**config.mk**
```make
export PLATFORM = sky130hd
export DESIGN_NAME = spn_iter_core
export DESIGN_NICKNAME = d
export VERILOG_FILES = /design/src/rtl/spn_iter_core.sv
export SDC_FILE = /design/constraint.sdc
export NUM_CORES = 1
export LEC_CHECK = 0
export CAP_MARGIN = 20
export CORE_MARGIN = 5
export CORE_UTILIZATION = 50
export DETAILED_ROUTE_END_ITERATION = 8
export HOLD_SLACK_MARGIN = 0.1
export PLACE_DENSITY = 0.77
export SYNTH_ARGS = -nofsm -noshare
export SYNTH_HDL_FRONTEND = slang
export SYNTH_SLANG_ARGS = --single-unit
export TNS_END_PERCENT = 30
```
**constraint.sdc**
```tcl
create_clock -name clk -period 3.9 [get_ports clk]
set_input_delay 1.17 -clock clk [delete_from_list [all_inputs] [get_ports clk]]
set_output_delay 1.17 -clock clk [all_outputs]
set_load 0.005 [all_outputs]
```
**src/rtl/spn_iter_core.sv**
```systemverilog
// Iterative SPN block cipher: whiten on accept, then one S/P/key round per cycle.
// Latency NR cycles from accept to out_valid; result held until out_ready, no new accept meanwhile.
module spn_iter_core #(
    parameter int DW = 16,
    parameter int KW = 32,
    parameter int NR = 4
) (
    input  logic          clk,
    input  logic          rst_n,
    input  logic          in_valid,
    output logic          in_ready,
    input  logic [1:0]    opcode,
    input  logic [DW-1:0] data_i,
    input  logic [KW-1:0] key_i,
    output logic          out_valid,
    input  logic          out_ready,
    output logic [DW-1:0] data_o,
    output logic [1:0]    valid,
    output logic          busy
);

    localparam int CW = $clog2(NR + 1);
    localparam logic [1:0] OP_ENC = 2'b01;
    localparam logic [1:0] OP_DEC = 2'b10;

    typedef enum logic [1:0] {
        IDLE = 2'd0,
        RUN  = 2'd1,
        DONE = 2'd2
    } state_t;

    state_t        state_q, state_d;
    logic [KW-1:0] key_q;
    logic [1:0]    op_q;
    logic [DW-1:0] s_q;
    logic [CW-1:0] rnd_q;
    logic          start;
    logic          last_round;
    logic [DW-1:0] enc_step, dec_step, round_out;

    // Rotation amounts are constants per round index, so the rotate is a mux of fixed wirings.
    function automatic logic [DW-1:0] round_key(input logic [KW-1:0] k, input logic [CW-1:0] r);
        logic [DW-1:0] rk;
        logic [KW-1:0] rot;
        rk  = k[DW-1:0];
        rot = k;
        for (int i = 1; i <= NR; i++) begin
            if (r == CW'(i)) begin
                rot = (k >> ((4 * i) % KW)) | (k << ((KW - (4 * i) % KW) % KW));
                rk  = rot[DW-1:0];
            end
        end
        return rk;
    endfunction

    function automatic logic [3:0] sbox(input logic [3:0] x);
        logic [3:0] y;
        case (x)
            4'h0: y = 4'hE;  4'h1: y = 4'h4;  4'h2: y = 4'hD;  4'h3: y = 4'h1;
            4'h4: y = 4'h2;  4'h5: y = 4'hF;  4'h6: y = 4'hB;  4'h7: y = 4'h8;
            4'h8: y = 4'h3;  4'h9: y = 4'hA;  4'hA: y = 4'h6;  4'hB: y = 4'hC;
            4'hC: y = 4'h5;  4'hD: y = 4'h9;  4'hE: y = 4'h0;  default: y = 4'h7;
        endcase
        return y;
    endfunction

    function automatic logic [3:0] sbox_inv(input logic [3:0] x);
        logic [3:0] y;
        case (x)
            4'h0: y = 4'hE;  4'h1: y = 4'h3;  4'h2: y = 4'h4;  4'h3: y = 4'h8;
            4'h4: y = 4'h1;  4'h5: y = 4'hC;  4'h6: y = 4'hA;  4'h7: y = 4'hF;
            4'h8: y = 4'h7;  4'h9: y = 4'hD;  4'hA: y = 4'h9;  4'hB: y = 4'h6;
            4'hC: y = 4'hB;  4'hD: y = 4'h2;  4'hE: y = 4'h0;  default: y = 4'h5;
        endcase
        return y;
    endfunction

    function automatic logic [DW-1:0] sub_layer(input logic [DW-1:0] x, input logic inv);
        logic [DW-1:0] y;
        y = '0;
        for (int n = 0; n < DW / 4; n++) begin
            y[4*n +: 4] = inv ? sbox_inv(x[4*n +: 4]) : sbox(x[4*n +: 4]);
        end
        return y;
    endfunction

    // Multiplying by 4 is a bijection mod DW-1 because DW-1 is odd; the MSB stays put.
    function automatic logic [DW-1:0] perm(input logic [DW-1:0] x);
        logic [DW-1:0] y;
        y = '0;
        for (int i = 0; i < DW - 1; i++) begin
            y[(4 * i) % (DW - 1)] = x[i];
        end
        y[DW-1] = x[DW-1];
        return y;
    endfunction

    function automatic logic [DW-1:0] perm_inv(input logic [DW-1:0] x);
        logic [DW-1:0] y;
        y = '0;
        for (int i = 0; i < DW - 1; i++) begin
            y[i] = x[(4 * i) % (DW - 1)];
        end
        y[DW-1] = x[DW-1];
        return y;
    endfunction

    always_comb begin
        enc_step = sub_layer(s_q, 1'b0);
        if (rnd_q != CW'(NR)) begin
            enc_step = perm(enc_step);
        end
        enc_step = enc_step ^ round_key(key_q, rnd_q);

        dec_step = (rnd_q != CW'(NR)) ? perm_inv(s_q) : s_q;
        dec_step = sub_layer(dec_step, 1'b1) ^ round_key(key_q, rnd_q - CW'(1));

        round_out  = (op_q == OP_ENC) ? enc_step : dec_step;
        last_round = (op_q == OP_ENC) ? (rnd_q == CW'(NR)) : (rnd_q == CW'(1));
    end

    always_ff @(posedge clk) begin
        if (!rst_n) begin
            state_q <= IDLE;
        end else begin
            state_q <= state_d;
        end
    end

    always_comb begin
        state_d   = state_q;
        start     = 1'b0;
        in_ready  = (state_q == IDLE);
        busy      = (state_q == RUN);
        out_valid = (state_q == DONE);
        case (state_q)
            IDLE: begin
                if (in_valid && (opcode == OP_ENC || opcode == OP_DEC)) begin
                    start   = 1'b1;
                    state_d = RUN;
                end
            end
            RUN: begin
                if (last_round) begin
                    state_d = DONE;
                end
            end
            DONE: begin
                if (out_ready) begin
                    state_d = IDLE;
                end
            end
            default: state_d = IDLE;
        endcase
    end

    assign valid = out_valid ? op_q : 2'b00;

    always_ff @(posedge clk) begin
        if (!rst_n) begin
            key_q  <= '0;
            op_q   <= 2'b00;
            s_q    <= '0;
            rnd_q  <= '0;
            data_o <= '0;
        end else if (start) begin
            key_q <= key_i;
            op_q  <= opcode;
            if (opcode == OP_ENC) begin
                s_q   <= data_i ^ round_key(key_i, CW'(0));
                rnd_q <= CW'(1);
            end else begin
                s_q   <= data_i ^ round_key(key_i, CW'(NR));
                rnd_q <= CW'(NR);
            end
        end else if (state_q == RUN) begin
            s_q <= round_out;
            if (last_round) begin
                data_o <= round_out;
            end else if (op_q == OP_ENC) begin
                rnd_q <= rnd_q + CW'(1);
            end else begin
                rnd_q <= rnd_q - CW'(1);
            end
        end
    end

endmodule

```
==> metrics.yaml <==
cts_max_level: 3
setup_viol: 0
dr_wl_met3_mm: 3.14
postRouteAntennaNets: 0
dr.pass1.iters: 6
fp-row-count: 46
power_frac_comb_pct: 54.1
clk_pin_slew_ps: 60
ir_drop_mv: 0.274
fmax_mhz: 265
avgSynthCellArea_sq_um: 7.76
start_util_pct: 51.2
antenna_found_initial: 1
internal_power_w: 0.00258
port_buffers: 74
pwr-share-seq_pct: 26.6
clock_path_buffers: 2
period_minus_slack_ps: 3780
p_leak_nw: 3.88
ys_seq_area_share_pct: 21.3
grt_max_degree: 58
highest_layer: "met4"
finish.net_count: 1251
cp_top_family: "compound AO/OA/AOI/OAI gates"
fillers: 1434
run_status: "finished clean"
core_sq_mm: 0.0159
drt_wl_total_mm: 30.1
routabilityCongestion: 1.03
synthTopCellsByArea: "dfxtp_1 21%, nand2_1 6.5%, ha_1 6.1%"
wl_met2_mm: 13.0
synth_most_common_cell: "nand2_1"
ys_warn_count: 0
dieArea_sq_mm: 0.0190
synthArstFlopShare_pct: 0
cts_tree: "done"
fin_area_sq_mm: 0.00991
start_kind: "flop"
cts_root_buf: "clkbuf_16"
power_density_mw_per_mm2: 460
syn2layout_area_growth_pct: 21.4
worstSetupEndpointType: "flop"
path_cells: "inv_1 > ha_2 > buf_4 > nand2_8 > buf_4 > buf_4 > o32ai_1 > o31a_1 > o21ai_1 > o311ai_2 > a22oi_1 > and2_1 > inv_1 > ha_1 > inv_1 > o211a_1 > a211oi_2"
cts_hold_buf: 0
grt_pass1_vias: 8195
finalCritPeriodShare_pct: 96.9
first_iter_violations: 1214
grt_pass1_wl_mm: 46.4
hold_violations: 0
drt-vias-per-instance: 6.29
multi_input_area_sq_mm: 0.00584
power.total_w: 0.00456
syn_area_sq_mm: 0.00817
maxCapViolCount: 0
grt_overflow_total: 0
drc_errors: 0
holdWs_ps: 472
clock_sinks: 87
clock_latency_ps: 360
yosysUniqueCellTypes: 112
synth-edff-count: 0
finalClockSkew_ps: 10.2
cp_max_fo: 18
synth_cells: 1052
rsz0062_at_grt: "yes"
dp_hpwl_mm: 23.0
synth_commonest_cells: "142 x nand2_1, 87 x dfxtp_1, 83 x a21oi_1, 56 x nor2_1, 49 x mux2i_1"
ys.flop_type: "dfxtp_1"
path_class: "reg -> reg"
drv_slew: 0
critPathBufInv: 6
cts_buffers: 9
r2r_setup_slack_ps: 120
slowest_stage: "a22oi_1"
ys_seq_elements: 87
clkPwrFrac_pct: 19.2
yosysTopAreaCellShare_pct: 21.3
wl_met1_mm: 12.4
net-switching-power_w: 0.00197
grt_use_total_pct: 32.1
wl_per_cell_microns: 21.8
vias: 8676
critical_path_required_ps: 4180
yosysTopAreaCell: "dfxtp_1"
hp-class: "reg -> reg"
cpPeakStageDelay_ps: 360
relSlewSlack_pct: 36.9
die_x_microns: 138
max_slew.worst_pin.slew_ps: 922
fp.dieH_microns: 138
pin_count: 75
placed_area_sq_mm: 0.00957
arrival_ps: 4050
drive_above_1_share_pct: 16.1
synth_fp_nets: 1146
regArea_sq_mm: 0.00174
p_sw_share_pct: 43.3
final cells by class:
class | instances | share of cell area (%)
flip-flops and latches | 87 | 17.6
clock buffers | 10 | 2.31
clock inverters | 6 | 0.682
repair buffers | 182 | 16.1
well taps | 216 | 2.73
inverters | 44 | 1.68
multi-input cells | 833 | 58.9
diodes | 1 | 0.0252
kinds of logic after synthesis:
logic type | count (synthesis) | share of synthesized area (%)
buf+inv | 132 | 7.77
compound gates | 323 | 28.8
fa+ha+maj | 40 | 6.13
flops | 87 | 21.3
mux | 60 | 7.92
simple gates | 359 | 22.3
xor+xnor | 51 | 5.79
per-stage QoR:
stage | setup TNS, ps | instances | setup slack, ps | utilization (%)
2_1_floorplan | 0 | 1052 | 45.4 | -
5_1_grt | -12.7 | 1379 | -12.7 | 62.2
6_report | 0 | 1379 | 122 | 62.2
3_3_place_gp | -1060 | 1362 | -185 | 60.0
3_5_place_dp | -1650 | 1362 | -255 | 60.0
4_1_cts | 0 | 1378 | 104 | 61.9
what timing repair did:
item                       4_1_cts  5_1_grt
setup buffers                    0        0
setup endpoints to repair        0       12
gates resized for setup          0        9
tightest hold or removal path, stage by stage, from the launching register on:
cell     delay [ps]
dfxtp_1         320
nand2_1          60
a21oi_1          50
worst paths after layout:
check                          startpoint                      end  depth (start not counted)
hold / removal    data_o[15]$_SDFFE_PN0P_  data_o[15]$_SDFFE_PN0P_                          2
setup reg to reg    rnd_q[0]$_SDFFE_PN0P_                     flop                         17
setup / recovery    rnd_q[0]$_SDFFE_PN0P_                     flop                         17
hold reg to reg   data_o[15]$_SDFFE_PN0P_  data_o[15]$_SDFFE_PN0P_                          2
power groups by stage:
| stage | Combinational [W] | Clock, W | Sequential (W) |
|---|---|---|---|
| 6_report | 0.00247 | 0.000877 | 0.00121 |
| 5_1_grt | 0.00263 | 0.000926 | 0.00122 |
| 4_1_cts | 0.00238 | 0.000885 | 0.00120 |
| 3_5_place_dp | 0.00235 | 0 | 0.00122 |
| 3_3_place_gp | 0.00232 | 0 | 0.00122 |
| 2_1_floorplan | 0.00165 | 0 | 0.00110 |
metal layers:
layer / track usage [%] / vias to the layer above
met2: 48.6 / 471
li1: - / 4033
met1: 42.4 / 4065
met5: 0 / -
met3: 7.52 / 107
met4: 16.9 / 0
cell usage in the layout, fill, tap and decap left out, types with 28 or more instances in the layout:
cell type,n
a21oi_1,83
buf_4,104
clkdlybuf4s50_1,74
dfxtp_1,86
ha_1,39
inv_1,38
mux2i_1,49
nand2_1,142
nor2_1,56
o21ai_0,38
xnor2_1,28
No activity file was read; power rests on OpenSTA's default activity.
